File: src/rtl/uart_tx_8_if.sv
// Byte handshake between a data source (master) and the UART transmitter (slave).
interface uart_tx_8_if;
   logic [7:0] d_in;
   logic       d_valid;
   logic       d_ready;

   modport master (output d_in, output d_valid, input d_ready);
   modport slave  (input d_in, input d_valid, output d_ready);
endinterface

File: src/rtl/uart_tx_8.sv
// 8N1 UART transmitter with valid/ready byte intake and registered serial output.
// Optional even parity bit enabled by defining UART_TX_PARITY_EN.
module uart_tx_8 #(
   parameter int unsigned CLKS_PER_BIT = 4
) (
   input  logic        clk,
   input  logic        reset,
   uart_tx_8_if.slave  dif,
   output logic        tx,
   output logic        busy
);

   localparam int unsigned CntW = (CLKS_PER_BIT > 1) ? $clog2(CLKS_PER_BIT) : 1;
   localparam logic [CntW-1:0] CntMax = CntW'(CLKS_PER_BIT - 1);

   typedef enum logic [2:0] {
      StIdle,
      StStart,
      StData,
`ifdef UART_TX_PARITY_EN
      StParity,
`endif
      StStop
   } state_e;

   state_e          state_q, state_d;
   logic [CntW-1:0] cnt_q, cnt_d;
   logic [2:0]      idx_q, idx_d;
   logic [7:0]      shift_q, shift_d;
   logic            tx_q, tx_d;
   logic            bit_done;
`ifdef UART_TX_PARITY_EN
   logic            parity_q, parity_d;
`endif

   assign bit_done    = (cnt_q == CntMax);
   assign dif.d_ready = (state_q == StIdle);
   assign busy        = (state_q != StIdle);
   assign tx          = tx_q;

   // tx_d is the line level for the state being entered, so tx is glitch-free.
   always_comb begin
      state_d = state_q;
      cnt_d   = cnt_q;
      idx_d   = idx_q;
      shift_d = shift_q;
      tx_d    = tx_q;
`ifdef UART_TX_PARITY_EN
      parity_d = parity_q;
`endif
      if (state_q != StIdle) begin
         cnt_d = bit_done ? '0 : cnt_q + CntW'(1);
      end
      unique case (state_q)
         StIdle: begin
            if (dif.d_valid) begin
               state_d = StStart;
               shift_d = dif.d_in;
               tx_d    = 1'b0;
               cnt_d   = '0;
               idx_d   = '0;
`ifdef UART_TX_PARITY_EN
               parity_d = ^dif.d_in;
`endif
            end
         end
         StStart: begin
            if (bit_done) begin
               state_d = StData;
               tx_d    = shift_q[0];
            end
         end
         StData: begin
            if (bit_done) begin
               if (idx_q == 3'd7) begin
`ifdef UART_TX_PARITY_EN
                  state_d = StParity;
                  tx_d    = parity_q;
`else
                  state_d = StStop;
                  tx_d    = 1'b1;
`endif
               end else begin
                  idx_d   = idx_q + 3'd1;
                  shift_d = {1'b0, shift_q[7:1]};
                  tx_d    = shift_q[1];
               end
            end
         end
`ifdef UART_TX_PARITY_EN
         StParity: begin
            if (bit_done) begin
               state_d = StStop;
               tx_d    = 1'b1;
            end
         end
`endif
         StStop: begin
            if (bit_done) begin
               state_d = StIdle;
               tx_d    = 1'b1;
            end
         end
         default: begin
            state_d = StIdle;
            tx_d    = 1'b1;
         end
      endcase
   end

   always_ff @(posedge clk) begin
      if (reset) begin
         state_q <= StIdle;
         cnt_q   <= '0;
         idx_q   <= '0;
         shift_q <= '0;
         tx_q    <= 1'b1;
`ifdef UART_TX_PARITY_EN
         parity_q <= 1'b0;
`endif
      end else begin
         state_q <= state_d;
         cnt_q   <= cnt_d;
         idx_q   <= idx_d;
         shift_q <= shift_d;
         tx_q    <= tx_d;
`ifdef UART_TX_PARITY_EN
         parity_q <= parity_d;
`endif
      end
   end

endmodule

File: src/flat_wrapper.sv
// flat-port wrapper written by rule: the top's interface ports become plain ports
module uart_tx_8_flat 
#(
   parameter int unsigned CLKS_PER_BIT = 4
)
  (clk, reset, tx, busy, dif_d_in, dif_d_valid, dif_d_ready);
  uart_tx_8_if dif_i ();
  input  logic clk;
  input  logic reset;
  output logic tx;
  output logic busy;
  input wire logic [$bits(dif_i.d_in)-1:0] dif_d_in;
  input wire logic [$bits(dif_i.d_valid)-1:0] dif_d_valid;
  output wire logic [$bits(dif_i.d_ready)-1:0] dif_d_ready;
  assign dif_i.d_in = dif_d_in;
  assign dif_i.d_valid = dif_d_valid;
  assign dif_d_ready = dif_i.d_ready;
  uart_tx_8 #(.CLKS_PER_BIT(CLKS_PER_BIT)) u_core (.clk(clk), .reset(reset), .dif(dif_i), .tx(tx), .busy(busy));
endmodule
File: config.mk
export PLATFORM = sky130hd
export DESIGN_NAME = uart_tx_8_flat
export DESIGN_NICKNAME = d
export VERILOG_FILES = /design/src/rtl/uart_tx_8_if.sv /design/src/rtl/uart_tx_8.sv /design/src/flat_wrapper.sv
export SDC_FILE = /design/constraint.sdc
export NUM_CORES = 1
export LEC_CHECK = 0
export CAP_MARGIN = 30
export CORE_MARGIN = 2
export CORE_UTILIZATION = 40
export DETAILED_ROUTE_END_ITERATION = 8
export GPL_TIMING_DRIVEN = 0
export SYNTH_ARGS = -nofsm -noshare
export SYNTH_HDL_FRONTEND = slang
export SYNTH_SLANG_ARGS = --single-unit
File: constraint.sdc
create_clock -name clk -period 2.7 [get_ports clk]
set_input_delay 0.675 -clock clk [delete_from_list [all_inputs] [get_ports clk]]
set_output_delay 0.675 -clock clk [all_outputs]
set_load 0.02 [all_outputs]
==> results of run 1 <==
-- report_power, final --
group	leakage [nW]	switching, mW	internal (mW)	total (mW)
clock network	0.0210	0.0811	0.0822	0.163
registers	0.132	0.0566	0.330	0.387
logic	0.336	0.333	0.315	0.648
-- worst min-delay path, stage by stage, from the launching register on --
cell,delay [ps]
dfxtp_1,320
nand2_1,50
mux2i_1,50
-- state kept, by name, summed over array words and instances (netlist names) --
| signal | flops |
|---|---|
| u_core.idx_q | 3 |
| u_core.tx | 1 |
| u_core.state_q | 2 |
| u_core.cnt_q | 2 |
| u_core.shift_q | 8 |
-- per-layer routing --
layer	vias to the layer above	GRT usage, %	part of all wire, %
li1	369	-	-
met1	342	20.6	51
met2	8	24.0	44
met3	5	2.63	2.3
met4	0	9.21	2.5
met5	-	0	0
-- layout make-up --
type	count	area, um2	area share (%)
Inverter	6	22.5	2.05
Timing Repair Buffer	13	130	11.9
Tap cell	28	35.0	3.19
Sequential cell	16	320	29.2
Multi-Input combinational cell	62	515	47.0
Clock buffer	4	36.3	3.31
Buffer	6	37.5	3.42
-- per-stage QoR --
| stage | util [%] | setup WS, ps | area, um2 | cells |
|---|---|---|---|---|
| after floorplan | - | 1030 | 896 | 90 |
| after global placement | 48.9 | 534 | 1060 | 131 |
| after detailed placement | 48.9 | 517 | 1060 | 131 |
| after CTS | 50.6 | 240 | 1100 | 135 |
| after global routing | 50.6 | 178 | 1100 | 135 |
| final | 50.6 | 255 | 1100 | 135 |
-- synth_stat cells, types with 2 or more instances --
cell type / count
ha_1: 7
buf_2: 3
nor2_1: 3
o21a_1: 2
nand2b_1: 2
mux2i_1: 9
nor2b_1: 3
nand2_1: 3
a211oi_1: 2
inv_1: 6
nor3_1: 3
dfxtp_1: 16
o211ai_1: 9
a32o_1: 2
o211a_1: 7
-- path summary, 6_finish.rpt --
check | startpoint | end | slack, ps | cells past startpoint
setup / recovery | u_core.state_q[0]$_SDFFE_PP0P_ | busy | 260 | 4
hold / removal | u_core.shift_q[7]$_SDFFE_PP0P_ | u_core.shift_q[7]$_SDFFE_PP0P_ | 460 | 2
setup reg to reg | u_core.state_q[0]$_SDFFE_PP0P_ | u_core.shift_q[6]$_SDFFE_PP0P_ | 960 | 7
hold reg to reg | u_core.shift_q[7]$_SDFFE_PP0P_ | u_core.shift_q[7]$_SDFFE_PP0P_ | 460 | 2
-- cell families after synthesis --
group / Yosys count
AOI/OAI and AO/OA: 29
and+or+nand+nor: 17
DFF: 16
buffers and inverters: 12
muxes: 9
adders and majority gates: 7
==> impl_metrics.csv, run 1 <==
group,metric,value,unit
run_status,status,"complete, no violations",
yosys,synth_top_family_by_area,"compound AO/OA/AOI/OAI gates",
clock_tree,post_cts.repair.setup_buffers,0,
yosys,synth-compound-area-share,26.5,%
worst_setup_path,cp_data_required_time,2030,ps
placement,dp_hpwl,1290,um
yosys,ys_top_cells_by_area,"dfxtp_1, mux2i_1, ha_1",
sta,period_needed,2440,ps
worst_setup_path,crit_buf_inv,3,
worst_setup_path,cp.arrival,1770,ps
yosys,synthCells,90,
worst_setup_path,start_kind,"register",
routing,drtIter0Drc,12,
sta,hold_slack,465,ps
yosys,synth_edf_count,0,
yosys,ys.flop_type,"dfxtp_1",
worst_setup_path,crit_chain,"inv_1, ha_1, inv_1, clkdlybuf4s50_1",
worst_setup_path,endpoint_kind,"output port",
worst_setup_path,crit_slowest_cell,"clkdlybuf4s50_1",
yosys,synth_seq_cells,16,
sta,fmax,0.409,GHz
global_route,grt.total_usage,15.7,%
power_and_ir_drop,vdd_ir_drop_max,0.501,mV
global_route,overflow,0,
routing,drcViolationCount,0,
yosys,ys_types,28,
clock_tree,ctsResizeCount,0,
worst_setup_path,cp_top_family,"buffers and inverters",
clock_tree,clkLatencyLatePin,290,ps
yosys,synth_fa_ha_area_share,9.78,%
layout,n_antenna_cell,0,
worst_setup_path,criticalPathCategory,"register to output port",
global_route,grt_pass1_vias,670,
worst_setup_path,cpMostUsedCell,"inv_1",
layout,layout_commonest_cell,"dfxtp_1",
routing,ant_nets,0,
die,die_h,51.3,um
layout,area_growth,22.5,%
yosys,synth-simple-area-share,11.2,%
yosys,synth_xor_area_share,0,%
sta,slew_headroom,67.4,%
yosys,async_reset_ff_share,0,%
layout,fill_cells,227,
global_route,grt_start_max_net_pins,11,
clock_tree,cts_tree,"yes",
sta,setup_violations,0,
yosys,synth_area,896,um2
yosys,synth_mux_area_share,10.1,%
flow_run,cap_violations,0,
yosys,avgSynthCellArea,9.95,um2
power_and_ir_drop,finalPower,1.20,mW
layout,final_cell_mix,"dfxtp_1, clkdlybuf4s50_1, o211ai_1, mux2i_1",
clock_tree,cts_buffer_depth,2,
layout,layout-drive-gt1-share,10.3,%
die,fp.dieArea,2630,um2
yosys,ys_seq_area_share,35.8,%
placement,place.gp.congestion,0.725,
routing,via_count,724,
clock_tree,cts-root-buf,"clkbuf_4",
die,start_util,41.3,%
yosys,synth_nets,108,
clock_tree,htreeDepth,1,
routing,viasPerCell,5.36,
global_route,grt_first_pass_wirelength,2990,um
die,core_area,2170,um2
routing,drt-wirelength-per-cell,13.2,um
sta,finClkSkew,0.589,ps
sta,final_hold_viol_count,0,
sta,rsz0062_at_grt,"false",
routing,firstDrtPassIters,4,
yosys,ys.warnings.count,0,
sta,worstMarginPinSlew,489,ps
global_route,antenna_found_initial,0,
die,die_x,51.3,um
clock_tree,cts.sink_count,16,
layout,fin_nets,126,
clock_tree,ctsHoldBuffers,0,
placement,portBuffers,13,
clock_tree,clk_pin_slew,100,ps
power_and_ir_drop,p_leak,0.489,nW
routing,finalWirelength,1780,um
die,io_pins,14,
sta,maxSlewViolCount,0,
sta,post-route-period-util,90.5,%
worst_setup_path,max_stage_delay,610,ps
die,core.rowCount,17,
yosys,synth_top_cell_area_share,35.8,%
sta,tns,0,ps
hold_path,min_path_type,"register to register",
yosys,synth_top_cell_by_area,"dfxtp_1",
power_and_ir_drop,p_per_area,1090,nW/um2
clock_tree,cts_buffers,3,
worst_setup_path,cp_max_fo,8,
Power figures use the tool's default switching activity.
==> run 2: changes to the inputs <==
==> constraint.sdc (replaced) <==
create_clock -name clk -period 2.35 [get_ports clk]
set_input_delay 0.5875 -clock clk [delete_from_list [all_inputs] [get_ports clk]]
set_output_delay 0.5875 -clock clk [all_outputs]
set_load 0.02 [all_outputs]
==> run 2 against run 1 <==
  * First-iteration DRC count unchanged
  * Global-route usage did not move
  * Largest power group unchanged
  * Combinational power rose by 13%
  * Via count grew 0.28%
  * Die area unchanged
  * Total power increased by 14%
  * Sequential power increased by 15%
  * Design area is 0.11% higher
  * Critical path type unchanged
  * Clock-buffer cell count stayed put
  * Non-clock buffer count is the same
  * Clock power rose by 15%
==> impl_metrics.csv, run 2 (synthesized netlist as in run 1, its figures left out) <==
group,metric,value,unit
die,fp.dieArea,2630,um2
layout,layout-drive-gt1-share,10.3,%
die,start_util,41.3,%
placement,portBuffers,13,
global_route,grt_start_max_net_pins,11,
worst_setup_path,reg2regPathDepth,7,
clock_tree,cts_buffers,3,
routing,ant_nets,0,
routing,drt-wirelength-per-cell,13.3,um
routing,finalWirelength,1790,um
global_route,antenna_found_initial,0,
sta,finClkSkew,0.912,ps
die,die_x,51.3,um
worst_setup_path,cp_max_fo,8,
layout,final_area,1100,um2
sta,slew_headroom,67.4,%
placement,place.gp.congestion,0.725,
layout,fill_cells,227,
layout,fin_util,50.6,%
worst_setup_path,reg2reg_slack,610,ps
layout,fin_cells,135,
power_and_ir_drop,switchingPower,542,uW
placement,placed_cells,131,
global_route,grt.total_usage,15.7,%
worst_setup_path,cp_data_required_time,1760,ps
routing,viasPerCell,5.38,
power_and_ir_drop,finalPower,1.37,mW
sta,hold_slack,465,ps
layout,n_antenna_cell,0,
worst_setup_path,r2r_start,"u_core.state_q[0]$_SDFFE_PP0P_",
placement,dpl_cell_area,1060,um2
die,core.rowCount,17,
power_and_ir_drop,swShare,39.6,%
sta,fmax,0.478,GHz
flow_run,cap_violations,0,
sta,period_needed,2090,ps
power_and_ir_drop,p_leak,0.497,nW
power_and_ir_drop,pwr-share-clk,13.7,%
global_route,overflow,0,
power_and_ir_drop,vdd_ir_drop_max,0.563,mV
routing,drtIter0Drc,12,
worst_setup_path,endpoint_kind,"output port",
worst_setup_path,r2r-end,"u_core.shift_q[6]$_SDFFE_PP0P_",
routing,drcViolationCount,0,
sta,final_hold_viol_count,0,
sta,worstMarginPinSlew,489,ps
clock_tree,clk_pin_slew,100,ps
worst_setup_path,criticalPathCategory,"register to output port",
worst_setup_path,endpoint,"busy",
sta,tns,0,ps
layout,layout_commonest_cell,"dfxtp_1",
power_and_ir_drop,power_frac_comb,53.8,%
sta,maxSlewViolCount,0,
sta,rsz0062_at_grt,"false",
worst_setup_path,critical_path.startpoint,"u_core.state_q[0]$_SDFFE_PP0P_",
layout,area_growth,22.6,%
power_and_ir_drop,p_seq_share,32.5,%
clock_tree,cts_buffer_depth,2,
clock_tree,post_cts.repair.setup_buffers,0,
worst_setup_path,start_kind,"register",
die,core_area,2170,um2
routing,via_count,726,
sta,fin_ws,259,ps
sta,setup_violations,0,
die,die_h,51.3,um
clock_tree,clkLatencyLatePin,290,ps
run_status,status,"complete, no violations",
clock_tree,cts-root-buf,"clkbuf_4",
sta,post-route-period-util,89.0,%
clock_tree,cts_tree,"yes",
global_route,grt_pass1_vias,670,
power_and_ir_drop,p_per_area,1240,nW/um2
placement,dp_hpwl,1290,um
layout,largest_reg_flops,8,
layout,regMostFlops,"u_core.shift_q",
global_route,grt_first_pass_wirelength,2990,um
layout,fin_nets,126,
clock_tree,ctsHoldBuffers,0,
die,io_pins,14,
power_and_ir_drop,internal_power,825,uW
clock_tree,htreeDepth,1,
routing,firstDrtPassIters,4,
layout,final_cell_mix,"dfxtp_1, clkdlybuf4s50_1, o211ai_1, mux2i_1",
placement,pre_cts_ws,254,ps
hold_path,min_path_type,"register to register",
layout,largestRegisters,"u_core.shift_q x8, u_core.idx_q x3",
worst_setup_path,cp.arrival,1500,ps
clock_tree,cts.sink_count,16,
==> run 2: cell types whose count changed in the layout (fill, tap and decap cells not counted), sizes merged <==
cell           change
dlygate4sd2        +1
clkdlybuf4s50      -2
dlymetal6s2s       +1
==> run 2: layout make-up <==
type	count	area, um2	share of cell area, %
inverters	6	22.5	2.05
repair buffers	13	131	12.0
multi-input cells	62	515	46.9
plain buffers	6	37.5	3.42
clock buffers	4	36.3	3.30
well taps	28	35.0	3.19
flip-flops and latches	16	320	29.2
==> run 2: power by group through the flow <==
stage / sequential, mW / combinational (mW) / clock, mW
2_1_floorplan: 0.445 / 0.559 / 0
3_3_place_gp: 0.446 / 0.746 / 0
3_5_place_dp: 0.452 / 0.750 / 0
4_1_cts: 0.444 / 0.747 / 0.195
5_1_grt: 0.460 / 0.818 / 0.206
6_report: 0.444 / 0.735 / 0.188
==> run 2: worst min path at each step <==
stage | to | start | cells after the start
2_1_floorplan | u_core.shift_q[7]$_SDFFE_PP0P_ | u_core.shift_q[7]$_SDFFE_PP0P_ | 2
3_3_place_gp | u_core.shift_q[7]$_SDFFE_PP0P_ | u_core.shift_q[7]$_SDFFE_PP0P_ | 2
3_5_place_dp | u_core.shift_q[7]$_SDFFE_PP0P_ | u_core.shift_q[7]$_SDFFE_PP0P_ | 2
4_1_cts | u_core.shift_q[7]$_SDFFE_PP0P_ | u_core.shift_q[7]$_SDFFE_PP0P_ | 2
5_1_grt | u_core.shift_q[7]$_SDFFE_PP0P_ | u_core.shift_q[7]$_SDFFE_PP0P_ | 2
6_report | u_core.shift_q[7]$_SDFFE_PP0P_ | u_core.shift_q[7]$_SDFFE_PP0P_ | 2
==> run 2: what timing repair did <==
item,CTS,global route
endpoints found under the hold margin,0,0
endpoints found under the setup margin,1,1
resized for setup,1,1
==> run 2: critical path: stages, from the launching register on <==
cell and delay (ps):
dfxtp_1 380, inv_1 90, ha_1 300, inv_1 100, dlygate4sd2_1 340
==> run 2: per-layer routing <==
| layer | vias to the layer above | part of all wire, % | global-route usage (%) |
|---|---|---|---|
| met2 | 8 | 44 | 24.0 |
| met5 | - | 0 | 0 |
| met3 | 5 | 2.3 | 2.63 |
| met1 | 344 | 51 | 20.6 |
| met4 | 0 | 2.5 | 9.21 |
| li1 | 369 | - | - |
